**src/rtl/subtractor_serial_if.sv**
```systemverilog
// Valid/ready operand and result channels of the bit-serial subtractor.
// The master side produces operands and consumes results; the slave is the subtractor.
interface subtractor_serial_if #(
  parameter int WIDTH = 6
) ();
  logic             in_valid;
  logic             in_ready;
  logic [WIDTH-1:0] a;
  logic [WIDTH-1:0] b;
  logic             out_valid;
  logic             out_ready;
  logic [WIDTH:0]   diff;

  modport master (
    output in_valid, a, b, out_ready,
    input  in_ready, out_valid, diff
  );

  modport slave (
    input  in_valid, a, b, out_ready,
    output in_ready, out_valid, diff
  );
endinterface

```
**src/rtl/subtractor_serial.sv**
```systemverilog
// Bit-serial unsigned subtractor: a - b computed LSB-first over WIDTH cycles,
// returned as a WIDTH+1-bit two's complement value {borrow, (a-b) mod 2^WIDTH}.
module subtractor_serial #(
  parameter int WIDTH = 6
) (
  input logic                clk,
  input logic                rst,
  subtractor_serial_if.slave bus
);

  localparam int CNT_W = $clog2(WIDTH + 1);

  typedef enum logic [1:0] {
    S_IDLE = 2'd0,
    S_RUN  = 2'd1,
    S_DONE = 2'd2
  } state_t;

  state_t           r_state;
  logic [WIDTH-1:0] r_a_sh;
  logic [WIDTH-1:0] r_b_sh;
  logic [WIDTH-1:0] r_sh;
  logic             r_borrow;
  logic [CNT_W-1:0] r_cnt;

  logic w_a0;
  logic w_b0;
  logic w_d;
  logic w_borrow_nxt;
  logic w_accept;
  logic w_release;
  logic w_last;

  assign w_a0         = r_a_sh[0];
  assign w_b0         = r_b_sh[0];
  assign w_d          = w_a0 ^ w_b0 ^ r_borrow;
  assign w_borrow_nxt = (~w_a0 & w_b0) | (~(w_a0 ^ w_b0) & r_borrow);
  assign w_accept     = bus.in_valid & bus.in_ready;
  assign w_release    = bus.out_valid & bus.out_ready;
  assign w_last       = (r_cnt == CNT_W'(WIDTH - 1));

  // in_ready is gated by rst so an operand offered during reset is never taken.
  assign bus.in_ready  = (r_state == S_IDLE) & ~rst;
  assign bus.out_valid = (r_state == S_DONE);
  assign bus.diff      = {r_borrow, r_sh};

  // NOTE: sequential state uses non-blocking assignments so every register
  // samples pre-edge values; blocking here would chain borrow into the shift.
  always_ff @(posedge clk) begin
    if (rst) begin
      r_state  <= S_IDLE;
      r_cnt    <= '0;
      r_borrow <= 1'b0;
      r_sh     <= '0;
    end else begin
      unique case (r_state)
        S_IDLE: begin
          if (w_accept) begin
            r_borrow <= 1'b0;
            r_cnt    <= '0;
            r_state  <= S_RUN;
          end
        end
        S_RUN: begin
          r_borrow <= w_borrow_nxt;
          r_sh     <= WIDTH'({w_d, r_sh} >> 1);
          r_cnt    <= r_cnt + CNT_W'(1);
          if (w_last) r_state <= S_DONE;
        end
        S_DONE: begin
          if (w_release) r_state <= S_IDLE;
        end
        default: r_state <= S_IDLE;
      endcase
    end
  end

  // NOTE: operand shifters carry no reset; they are always loaded on accept
  // before being consumed, so their contents after reset never reach diff.
  always_ff @(posedge clk) begin
    if (w_accept) begin
      r_a_sh <= bus.a;
      r_b_sh <= bus.b;
    end else if (r_state == S_RUN) begin
      r_a_sh <= r_a_sh >> 1;
      r_b_sh <= r_b_sh >> 1;
    end
  end

endmodule

```
**src/flat_wrapper.sv**
```systemverilog
// flat-port wrapper written by rule: the top's interface ports become plain ports
module subtractor_serial_flat 
#(
  parameter int WIDTH = 6
)
  (clk, rst, bus_in_valid, bus_a, bus_b, bus_out_ready, bus_in_ready, bus_out_valid, bus_diff);
  subtractor_serial_if #(.WIDTH(WIDTH)) bus_i ();
  input logic clk;
  input logic rst;
  input wire logic [$bits(bus_i.in_valid)-1:0] bus_in_valid;
  input wire logic [$bits(bus_i.a)-1:0] bus_a;
  input wire logic [$bits(bus_i.b)-1:0] bus_b;
  input wire logic [$bits(bus_i.out_ready)-1:0] bus_out_ready;
  output wire logic [$bits(bus_i.in_ready)-1:0] bus_in_ready;
  output wire logic [$bits(bus_i.out_valid)-1:0] bus_out_valid;
  output wire logic [$bits(bus_i.diff)-1:0] bus_diff;
  assign bus_i.in_valid = bus_in_valid;
  assign bus_i.a = bus_a;
  assign bus_i.b = bus_b;
  assign bus_i.out_ready = bus_out_ready;
  assign bus_in_ready = bus_i.in_ready;
  assign bus_out_valid = bus_i.out_valid;
  assign bus_diff = bus_i.diff;
  subtractor_serial #(.WIDTH(WIDTH)) u_core (.clk(clk), .rst(rst), .bus(bus_i));
endmodule
```
**config.mk**
```make
export PLATFORM = sky130hd
export DESIGN_NAME = subtractor_serial_flat
export DESIGN_NICKNAME = d
export VERILOG_FILES = /design/src/rtl/subtractor_serial_if.sv /design/src/rtl/subtractor_serial.sv /design/src/flat_wrapper.sv
export SDC_FILE = /design/constraint.sdc
export NUM_CORES = 1
export LEC_CHECK = 0
export ABC_AREA = 1
export CAP_MARGIN = 20
export CORE_MARGIN = 2
export CORE_UTILIZATION = 55
export CTS_CLUSTER_DIAMETER = 50
export CTS_CLUSTER_SIZE = 40
export DETAILED_ROUTE_END_ITERATION = 12
export DONT_BUFFER_PORTS = 1
export HOLD_SLACK_MARGIN = 0.1
export PLACE_DENSITY_LB_ADDON = 0.08
export SYNTH_ARGS = -nofsm -noshare
export SYNTH_HDL_FRONTEND = slang
export SYNTH_SLANG_ARGS = --single-unit
```
**constraint.sdc**
```tcl
create_clock -name clk -period 1.3 [get_ports clk]
set_input_delay 0.195 -clock clk [delete_from_list [all_inputs] [get_ports clk]]
set_output_delay 0.195 -clock clk [all_outputs]
set_load 0.01 [all_outputs]
```
# Yosys cells after proc, flatten, opt, wreduce, memory -nomap -nowiden
# Cells that the tools add are included.
[op_classes]
n_eq_ne = 6
n_bitwise = 11
addsub = 1
mux = 12
reduce_logical = 5
[ops]
columns = ["op", "n"]
rows = [
  ["$mux W6", 4],
  ["$mux W2", 3],
  ["$pmux W2 S3", 1],
  ["$pmux W3 S2", 1],
  ["$and A1 B1 Y1", 5],
  ["$ne A2 B1 Y1 const B", 2],
  ["$reduce_bool A2 Y1", 2],
  ["$add A3 B1 Y3 const B", 1],
  ["$eq A3 B3 Y1 const B", 1],
  ["$mux W3", 1],
  ["$not A1 Y1", 3],
  ["$reduce_and A3 Y1", 1],
  ["$eq A2 B1 Y1 const B", 1],
  ["$eq A2 B2 Y1 const B", 1],
  ["$logic_not A2 Y1", 1],
  ["$ne A2 B2 Y1 const B", 1],
  ["$pmux W1 S2", 1],
  ["$reduce_and A2 Y1", 1],
  ["$xor A1 B1 Y1", 2],
  ["$mux W1", 1],
  ["$or A1 B1 Y1", 1],
]
[totals]
output_inout_bits = 9
regBits = 24
wordCells = 41

# Depth between registers and ports, before layout
[depth]
ltp_word = 5
depth_mapped = 6
mapped_depth_nobuf = 6

# Worst setup path before layout
# No wires, ideal clock.
[synth_path]
path_kind = "flip-flop to flip-flop"
from = "register u_core.r_state[0]"
to = "register u_core.r_a_sh[0], enable pin"
arrival_time_ps = 819
required_time_ps = 973
slack_ps = 155
setup_time_ps = 327
period_less_slack_ps = 1145
stages_incl_launch_ff = 4
path_buffers = 0
cell_sequence = "dfxtp_1 -> nor2_2 -> nand3_4 -> nand2_2"
[synth_via]
elab_chain_cells = 4
elab_cells_between_ends = 5
cone_classes = "eq/ne: 1; bitwise: 2; reduce/logical: 2"
[synth_rtl]
columns = ["element", "line_no", "text"]
rows = [
  ["start, declared", "subtractor_serial.sv:19", "state_t r_state;"],
  ["start signal, assigned", "subtractor_serial.sv:51", "r_state <= S_IDLE;"],
  ["start signal, assigned", "subtractor_serial.sv:61", "r_state <= S_RUN;"],
  ["start signal, assigned", "subtractor_serial.sv:68", "if (w_last) r_state <= S_DONE;"],
  ["$logic_not A2 Y1", "subtractor_serial.sv:43", "assign bus.in_ready = (r_state == S_IDLE) & ~rst;"],
  ["$and A1 B1 Y1", "subtractor_serial.sv:43", ""],
  ["$and A1 B1 Y1", "subtractor_serial.sv:38", "assign w_accept = bus.in_valid & bus.in_ready;"],
  ["$reduce_bool A2 Y1 (no line) *", "--", ""],
  ["end signal, assigned", "subtractor_serial.sv:82", "r_a_sh <= bus.a;"],
  ["end signal, assigned", "subtractor_serial.sv:85", "r_a_sh <= r_a_sh >> 1;"],
  ["end, declared", "subtractor_serial.sv:20", "logic [WIDTH-1:0] r_a_sh;"],
]
# Every way passes the cells marked *; elsewhere a longest branch is shown, timed or not.
# A chain may end at the register's enable or synchronous reset.

# Final worst setup path
[layout_path]
from = "register u_core.r_state[1]"
to = "output port bus_out_valid"
[layout_via]
elab_chain_cells = 1
[layout_rtl]
columns = ["element", "line_no", "text"]
rows = [
  ["$eq A2 B2 Y1", "subtractor_serial.sv:44", "assign bus.out_valid = (r_state == S_DONE);"],
  ["end, declared", "flat_wrapper.sv:15", "output wire logic [$bits(bus_i.out_valid)-1:0] bus_out_valid;"],
]
# No other way between the ends.

==> results.md <==
* Combinational share of power at a little over an eighth
* DP Wirelength at about 1200 um
* Fin crit share at 94.1%
* Initial DRT Pass Iterations at 4
* Seq/Total Area, Yosys at between 50% and 60%
* Worst Setup SP: u_core.r_state[1]$_SDFFE_PP0P_
* TritonCTS Sinks at 24
* Flop pwr share at a little under two thirds
* Total grt overflow at 0
* NetSw at about 0.35 mW
* ANT nets after route at 0
* Setup CP Type: flip-flop to output port
* CP max FO at 3
* Ports at 25
* CP endpoint kind: output port
* Peak supply drop at ~0.65 mV
* Critical path required time at 1.11 ns
* Pleak at 0.519 nW
* Die area at between 2000 and 2500 sq um
* Switching share of power at between 20% and 30%
* Most frequent cell after synthesis: inv_1
* Share of the synthesized area in the top cell type at between 30% and 40%
* Finished Layout Cells at between 150 and 200
* Yosys reg bits at 24
* Final clock skew at 0.00186 ns
* Share of layout cells above drive strength 1 at approximately a fifth
* WHS Path Cells at 2
* Mean Syn Cell Area at between 9 and 10 sq um
* CTS tree: yes
* Initial antenna violation count at 0
* Yosys top cell by area: edfxtp_1
* Total track usage at approximately 16%
* Int Pwr at ~1.1 mW
* Final hold vios at 0
* Fillers at ~180
* CP Launch Type: flip-flop
* Mapped Nets at ~130
* Synth Flop Type: edfxtp_1
* DP Area at between 1000 and 1500 sq um
* Min-Delay Path Class: primary input to flip-flop
* Cell chosen for the clock root: clkbuf_4
* Max_cap viols at 0
* Slowest CP cell: dfxtp_1
* Nets@finish at between 100 and 150
* CTS buffer count at 3
* Crit-path cells: inv_1, nor2_1
* Design area at ~1200 sq um
* Worst Reg2Reg Path Length in Cells at 5
* Setup WS pre-CTS at slightly above 0.08 ns
* Critical Path Max Stage Delay at 0.43 ns
* Largest net degree at the start of global routing at 17
* H-tree Lvls at 1
* 1st-iter DRT viols at 6
* Layout overhead on the synthesized area at 13.3%
* Status: completed
* Slew @ Worst Pin at slightly above 0.2 ns
* CORE AREA at between 1500 and 2000 sq um
* Post-Route WL at ~1800 um
* PortBufs at 0
* R2r setup slk at ~0.09 ns
* Max-slew violations at 0
* Clock transition at path regs at roughly 0.12 ns
* Row count at 16
* Gp weighted congestion at 0.711
* Via Count at approximately 750
* Bufs on Longest Clock Path at 2
* Fraction of registers with async set or reset after synthesis at 0%
* Synth area leaders: edfxtp_1, dfxtp_1, o21ai_2, inv_1, nor2_1
* Setup TNS Final at 0 ns
* Chip width at ~50 um
* Post-synth top cells: inv_1, nor2_1, nand2_1, dfxtp_1, edfxtp_1
* Min setup slack post-route at roughly 0.076 ns
* Clk pwr share at 22.8%
* Post-synth EDFFs at 12
* Unrepaired setup endpoints after global routing: no
* Minimum clock period at ~1.2 ns
* Post-CTS Setup Repair Bufs at 0
* Crit path buf inv count at 1
* Post-Syn Instances at about 120
* Area of the multi-input gates at about 400 sq um
* Height of the die at between 40 and 50 um
* FF+latch area at ~600 sq um
* Power per cell area at roughly 1100 nW/um^2
* CP delay by family, top: flip-flops
* Via count of the first global-routing pass at just under 700
* Fmax at ~820 MHz
* Crit path DAT at 1.03 ns
* Ant diodes at 0
* Mapped cell area at between 1000 and 1500 sq um
* Starting Density at a little under three fifths
* Worst skew pair latency at roughly 0.30 ns
* Worst r2r src: u_core.r_state[1]$_SDFFE_PP0P_
* Syn. warnings at 0
* Critical path capture point: bus_out_valid
* Final routed DRC violation total at 0
* Placed Cells at between 100 and 150
* Slew headroom at between 80% and 90%
* Wire per inst at 11.5 um
* Reg2reg end: u_core.r_b_sh[2]$_DFFE_PP_
* Crit. path cell count at 2
* Unique masters post-synth at 21
* Final setup fails at 0
* Global-route wire length before repair at between 3000 and 4000 um
* Vias/cell at around 4.9
## cells by family after synthesis
logic type               Yosys count  synth area share [%]
AO/OA/AOI/OAI                     25                  14.4
adder cells (fa/ha/maj)            3                  4.10
flip-flops                        24                  54.6
AND/OR/NAND/NOR                   39                  15.9
buffers and inverters             24                  10.9
## flip-flops by register name (all words and copies together) (netlist names)
name / cells
u_core.r_a_sh: 6
u_core.r_sh: 6
u_core.r_borrow: 1
u_core.r_cnt: 3
u_core.r_b_sh: 6
u_core.r_state: 2
## cell usage in the layout (no fill, tap or decap)
cell / Yosys / routed
clkbuf_4: 0 / 3
nand3_4: 1 / 1
nor2_2: 1 / 1
nor3_4: 0 / 1
nor2_1: 16 / 16
inv_2: 2 / 2
a21oi_2: 1 / 1
buf_4: 2 / 5
inv_1: 17 / 17
ha_1: 2 / 2
dfxtp_1: 12 / 11
nand2_1: 14 / 14
o21ai_2: 8 / 8
o21ai_0: 6 / 6
dfxtp_2: 0 / 1
nand2_4: 0 / 1
dlygate4sd3_1: 0 / 8
nor3_1: 2 / 1
fa_1: 1 / 1
edfxtp_1: 12 / 12
nand3_1: 2 / 2
o21ai_1: 5 / 5
clkbuf_1: 0 / 1
a21oi_1: 5 / 5
or2_0: 1 / 1
nand2_2: 2 / 1
## final cells by class
type	count	share of cell area (%)
multi-input combinational	67	31.7
timing repair buffer	13	9.44
tap	27	2.71
inverter	19	5.72
sequential	24	48.3
clock buffer	4	2.11
## what timing repair did
item                                    in CTS  in global routing
hold buffers                                 7                  1
hold endpoints to repair                     6                  1
gates resized for setup                      1                  3
endpoints found under the setup margin       1                  5
## power by group through the flow
stage / registers [mW] / logic [mW] / clock network [mW]
floorplan: 0.910 / 0.146 / 0
global placement: 0.915 / 0.163 / 0
detailed placement: 0.916 / 0.169 / 0
CTS: 0.899 / 0.189 / 0.337
global route: 0.906 / 0.225 / 0.365
finish: 0.898 / 0.195 / 0.323
## per-layer routing
layer	GRT usage, %	share of wire (%)	vias up
li1	-	-	392
met1	22.5	48	339
met2	25.8	47	19
met3	4.01	4.1	4
met4	4.29	0.96	0
met5	0	0	-
## worst min-delay path by stage
stage	start	to	slack, ns
floorplan	rst	u_core.r_state[0]$_SDFFE_PP0P_	0.26
global placement	rst	u_core.r_state[0]$_SDFFE_PP0P_	0.26
detailed placement	rst	u_core.r_state[0]$_SDFFE_PP0P_	0.26
CTS	bus_a[5]	u_core.r_a_sh[5]$_SDFFCE_PN0P_	0.10
global route	bus_b[2]	u_core.r_b_sh[2]$_DFFE_PP_	0.10
finish	bus_a[3]	u_core.r_a_sh[3]$_DFFE_PP_	0.12
## metrics by stage
| step | hold slack (ns) | power, mW | util, % |
|---|---|---|---|
| final | 0.125 | 1.42 | 64.8 |
| after global routing | 0.103 | 1.49 | 64.8 |
| after CTS | 0.103 | 1.43 | 63.7 |
| after detailed placement | 0.262 | 1.09 | 58.4 |
| after global placement | 0.264 | 1.08 | 58.4 |
| after floorplan | 0.257 | 1.06 | - |
## worst reg2reg max path: cells and delay by family (launching register included)
family	cells	cell delay, ns
AND/OR/NAND/NOR	3	0.35
AO/OA/AOI/OAI	1	0.05
flip-flops	1	0.37
buffers and inverters	1	0.22
Note: power is estimated with default switching activity, not from simulation.
